--- src/rtl/id_ex_stage.sv ---
// ID/EX pipeline register in front of the ALU. It decodes the ALU control code,
// selects the second operand, and inserts a bubble on a load-use hazard.
module id_ex_stage #(
  parameter int XLEN   = 32,
  parameter int REG_AW = 5
) (
  input  logic              clk,
  input  logic              rst_n,
  input  logic              flush,
  input  logic              stall_ext,
  input  logic              id_valid,
  input  logic [XLEN-1:0]   id_pc,
  input  logic [XLEN-1:0]   id_rs1_data,
  input  logic [XLEN-1:0]   id_rs2_data,
  input  logic [XLEN-1:0]   id_imm,
  input  logic [REG_AW-1:0] id_rs1,
  input  logic [REG_AW-1:0] id_rs2,
  input  logic [REG_AW-1:0] id_rd,
  input  logic              id_uses_rs2,
  input  logic [1:0]        id_alu_op,
  input  logic [2:0]        id_funct3,
  input  logic              id_funct7_5,
  input  logic              id_alu_src,
  input  logic              id_reg_write,
  input  logic              id_mem_read,
  input  logic              id_mem_write,
  input  logic              id_branch,
  input  logic              id_mem_to_reg,
  output logic              hazard_stall,
  output logic              ex_valid,
  output logic [XLEN-1:0]   ex_pc,
  output logic [XLEN-1:0]   ex_in1,
  output logic [XLEN-1:0]   ex_in2,
  output logic [XLEN-1:0]   ex_store_data,
  output logic [3:0]        ex_alu_control,
  output logic [REG_AW-1:0] ex_rd,
  output logic              ex_reg_write,
  output logic              ex_mem_read,
  output logic              ex_mem_write,
  output logic              ex_branch,
  output logic              ex_mem_to_reg,
  output logic              ex_illegal
);

  logic [3:0] alu_control;
  logic       illegal;

  // Anything not explicitly decoded is flagged illegal and gets the 1111 code.
  always_comb begin
    alu_control = 4'b1111;
    illegal     = 1'b1;
    case (id_alu_op)
      2'b00: begin
        alu_control = 4'b0010;
        illegal     = 1'b0;
      end
      2'b01: begin
        alu_control = 4'b0110;
        illegal     = 1'b0;
      end
      2'b10: begin
        case (id_funct3)
          3'b000: begin
            alu_control = id_funct7_5 ? 4'b0110 : 4'b0010;
            illegal     = 1'b0;
          end
          3'b111: begin
            alu_control = 4'b0000;
            illegal     = 1'b0;
          end
          3'b110: begin
            alu_control = 4'b0001;
            illegal     = 1'b0;
          end
          default: begin
            alu_control = 4'b1111;
            illegal     = 1'b1;
          end
        endcase
      end
      default: begin
        case (id_funct3)
          3'b000: begin
            alu_control = 4'b0010;
            illegal     = 1'b0;
          end
          3'b111: begin
            alu_control = 4'b0000;
            illegal     = 1'b0;
          end
          3'b110: begin
            alu_control = 4'b0001;
            illegal     = 1'b0;
          end
          default: begin
            alu_control = 4'b1111;
            illegal     = 1'b1;
          end
        endcase
      end
    endcase
  end

  // x0 is never a real producer, so a load to rd=0 cannot cause a hazard.
  assign hazard_stall = ex_valid & ex_mem_read & (ex_rd != '0) & id_valid &
                        ((ex_rd == id_rs1) | (id_uses_rs2 & (ex_rd == id_rs2)));

  // Flush and bubble clear only the control state; data fields keep their value.
  always_ff @(posedge clk or negedge rst_n) begin
    if (!rst_n) begin
      ex_valid       <= 1'b0;
      ex_pc          <= '0;
      ex_in1         <= '0;
      ex_in2         <= '0;
      ex_store_data  <= '0;
      ex_alu_control <= 4'b0000;
      ex_rd          <= '0;
      ex_reg_write   <= 1'b0;
      ex_mem_read    <= 1'b0;
      ex_mem_write   <= 1'b0;
      ex_branch      <= 1'b0;
      ex_mem_to_reg  <= 1'b0;
      ex_illegal     <= 1'b0;
    end else if (flush || (!stall_ext && hazard_stall)) begin
      ex_valid      <= 1'b0;
      ex_reg_write  <= 1'b0;
      ex_mem_read   <= 1'b0;
      ex_mem_write  <= 1'b0;
      ex_branch     <= 1'b0;
      ex_mem_to_reg <= 1'b0;
      ex_illegal    <= 1'b0;
    end else if (!stall_ext) begin
      ex_valid       <= id_valid;
      ex_pc          <= id_pc;
      ex_in1         <= id_rs1_data;
      ex_in2         <= id_alu_src ? id_imm : id_rs2_data;
      ex_store_data  <= id_rs2_data;
      ex_alu_control <= alu_control;
      ex_rd          <= id_rd;
      ex_reg_write   <= id_valid & id_reg_write & ~illegal;
      ex_mem_read    <= id_valid & id_mem_read;
      ex_mem_write   <= id_valid & id_mem_write & ~illegal;
      ex_branch      <= id_valid & id_branch;
      ex_mem_to_reg  <= id_valid & id_mem_to_reg;
      ex_illegal     <= id_valid & illegal;
    end
  end

endmodule

--- config.mk ---
export PLATFORM = sky130hd
export DESIGN_NAME = id_ex_stage
export DESIGN_NICKNAME = d
export VERILOG_FILES = /design/src/rtl/id_ex_stage.sv
export SDC_FILE = /design/constraint.sdc
export NUM_CORES = 1
export LEC_CHECK = 0
export BUFFER_PORTS_ARGS = -buffer_cell sky130_fd_sc_hd__buf_2
export CELL_PAD_IN_SITES_DETAIL_PLACEMENT = 1
export CELL_PAD_IN_SITES_GLOBAL_PLACEMENT = 1
export CORE_MARGIN = 5
export CORE_UTILIZATION = 35
export CTS_BUF_LIST = sky130_fd_sc_hd__clkbuf_2 sky130_fd_sc_hd__clkbuf_4 sky130_fd_sc_hd__clkbuf_8
export DETAILED_ROUTE_END_ITERATION = 6
export MAX_ROUTING_LAYER = met4
export PLACE_DENSITY = 0.74
export SKIP_LAST_GASP = 1
export SYNTH_ARGS = -nofsm -noshare
export SYNTH_HDL_FRONTEND = slang
export SYNTH_SLANG_ARGS = --single-unit
--- constraint.sdc ---
create_clock -name clk -period 2.7 [get_ports clk]
set_clock_uncertainty 0.15 [all_clocks]
set_input_delay 0.405 -clock clk [delete_from_list [all_inputs] [get_ports clk]]
set_output_delay 0.405 -clock clk [all_outputs]
set_load 0.005 [all_outputs]
==> results.py <==
metrics = {
    "run_status": {
        "outcome": "complete, no violations",
    },
    "layout": {
        "diodes": 0,
        "fin_cells": 935,
        "drive_gt1_frac": 0.740,
        "areaGrowthSynthToFinish_pct": 31.4,
        "utilization": 0.464,
        "fin_area_um2": 8660,
        "final_nets": 850,
    },
    "critical_path": {
        "critPathSlowestCell": "dfrtp_1",
        "cpPeakStageDelay_ns": 0.44,
        "start_kind": "flop",
        "cp_cell_sequence": "xnor2_1, nand3_1, o22ai_2, and2_2, buf_2",
        "rrSetupSlack_ns": 0.45,
        "cp-end-kind": "output pin",
        "path_class": "reg2out",
        "required_ns": 2.14,
        "crit_fanout": 5,
        "cp.arrival_ns": 1.78,
    },
    "synth": {
        "synth_area_leaders": "dfrtp_1 (55%), mux2_4 (30%), mux2_2 (6.7%), buf_12 (3.3%), xnor2_1 (1.3%)",
        "netlist_instances": 375,
        "syn-num-nets": 536,
        "synth_seq_cells": 144,
        "synth_warnings": 0,
        "synth_async_sr_flop_share": 1.00,
        "synth_cell_types": 28,
        "yosysMostFrequentCell": "dfrtp_1",
        "synth_commonest_cells": "dfrtp_1 (144), mux2_4 (130), mux2_2 (39)",
        "syn-cell-area_um2": 6590,
        "netlist.top_cell.by_area": "dfrtp_1",
        "synth_edf_count": 0,
        "netlist.area_leader.share": 0.547,
        "syn_area_per_cell_um2": 17.6,
        "synth_ff_type": "dfrtp_1",
        "ys_seq_area_frac": 0.547,
    },
    "clock_tree": {
        "root_buffer": "clkbuf_8",
        "clock_path_buffers": 2,
        "tritoncts": "done",
        "post_cts_buffers": 0,
        "cts_made_buffers": 17,
        "cts_sinks": 144,
        "clk_latency_ns": 0.43,
        "path_clk_slew_ns": 0.08,
        "htreeDepth": 4,
    },
    "global_route": {
        "grt_max_degree": 65,
        "grt_pass1_vias": 5261,
        "grt.total_usage": 0.172,
        "antenna_found_initial": 0,
        "grt_pass1_wl_um": 28900,
        "grt-ovfl-total": 0,
    },
    "power_and_ir_drop": {
        "leakage_uw": 0.00440,
        "peakVddDrop_v": 0.000270,
        "power_density_nw_per_um2": 656,
    },
    "timing": {
        "slew_violations": 0,
        "finalSetupViolCount": 0,
        "slew_headroom": 0.591,
        "max_freq_ghz": 0.428,
        "rsz0062_at_grt": "no",
        "worst_pin_slew_ns": 0.614,
        "period_needed_ns": 2.34,
        "fin_crit_sh": 0.866,
        "finalHoldViolCount": 0,
        "fin_setup_tns_ns": 0,
    },
    "place": {
        "port_buffers": 305,
        "dp.cells": 903,
        "dpl-instance-area_um2": 8260,
        "post-dp-hpwl_um": 13800,
        "gp_congestion": 0.757,
    },
    "floorplan": {
        "rows": 50,
        "ios": 306,
        "initial_utilization": 0.353,
        "die_area_um2": 21700,
        "die_x_um": 147,
        "die_h_um": 147,
        "core_um2": 18600,
    },
    "route": {
        "drtAntennaViolNets": 0,
        "avgViaCountPerCell": 4.76,
        "routed_wl_um": 18200,
        "drc": 0,
        "drt_iter0_drc": 151,
        "wl_per_cell_um": 19.5,
        "num_vias": 4446,
        "drt_pass1_iterations": 4,
    },
    "worst_hold_path": {
        "hold_class": "in2reg",
    },
    "job": {
        "max_cap_viol_count": 0,
    },
}
final cells by class:
cell class	count	area [µm²]
repair buffers	314	1670
clock buffers	19	255
flip-flops and latches	144	3600
multi-input cells	209	2700
inverters	3	11.3
well taps	234	293
fillers	2002	9980
clock inverters	12	136
power by group:
part	switching [µW]	total [µW]	internal [µW]
clock network	863	1720	858
registers	204	2680	2480
logic	479	1280	803
metal layers:
layer	vias up	global-route usage	wire, µm
met4	0	0.0615	526
met1	2244	0.196	7170
met3	37	0.0534	1210
li1	1970	-	-
met5	-	-	0
met2	195	0.288	9320
cells in the final DEF, fill, tap and decap left out, drive strengths merged:
| cell | n |
|---|---|
| buf | 313 |
| mux2 | 169 |
| dfrtp | 144 |
| clkbuf | 19 |
| xnor2 | 10 |
| inv | 5 |
| clkinv | 5 |
| nand2 | 4 |
| a22o | 4 |
| nand3 | 3 |
| clkinvlp | 3 |
| a21oi | 3 |
| a32o | 2 |
| bufinv | 2 |
| o22ai | 2 |
| nand4 | 1 |
| nor2 | 1 |
| nor3 | 1 |
| and2 | 1 |
| or2 | 1 |
| a2111oi | 1 |
| o31ai | 1 |
| a31oi | 1 |
| a211oi | 1 |
| a31o | 1 |
| a21o | 1 |
| nor2b | 1 |
| dlygate4sd3 | 1 |
through the flow:
| step | power (µW) | setup slack [ns] | hold slack, ns |
|---|---|---|---|
| finish | 5680 | 0.361 | 0.0495 |
| global route | 6000 | 0.230 | 0.00455 |
| CTS | 5780 | 0.315 | 0.00971 |
| detailed placement | 4020 | 0.457 | 0.295 |
| floorplan | 3380 | 0.801 | -0.0406 |
| global placement | 3960 | 0.528 | 0.281 |
cell families (layout without fill, tap and decap cells):
| kind of cell | after synthesis | in the layout | synth area share |
|---|---|---|---|
| flops | 144 | 144 | 0.547 |
| compound gates | 17 | 17 | 0.0230 |
| xor+xnor | 10 | 10 | 0.0133 |
| simple gates | 13 | 13 | 0.00987 |
| buf+inv | 22 | 348 | 0.0442 |
| mux | 169 | 169 | 0.363 |
worst max-delay path, delay by kind of cell, from the launching register on:
family / cells / cell delay [ns]
buffers and inverters: 1 / 0.11
xor gates and xnor gates: 1 / 0.20
and+or+nand+nor: 2 / 0.32
AOI/OAI and AO/OA: 1 / 0.29
DFF: 1 / 0.44
worst paths after layout:
| check | startpoint | end | depth (start not counted) |
|---|---|---|---|
| min in group asynchronous | rst_n | ex_store_data[16]$_DFFE_PN0P_ | 2 |
| min | id_rs1_data[11] | ex_in1[11]$_DFFE_PN0P_ | 2 |
| max | ex_rd[0]$_DFFE_PN0P_ | hazard_stall | 5 |
| min reg2reg | ex_illegal$_DFFE_PN0P_ | ex_illegal$_DFFE_PN0P_ | 1 |
| max reg2reg | ex_rd[0]$_DFFE_PN0P_ | ex_store_data[11]$_DFFE_PN0P_ | 6 |
| max in group asynchronous | rst_n | ex_store_data[11]$_DFFE_PN0P_ | 3 |
repair_timing:
action	in CTS	in global routing
hold endpoints to repair	62	0
gates resized for setup	0	0
setup endpoints to repair	0	0
hold buffers	1	0
Note: power is estimated with default switching activity, not from simulation.
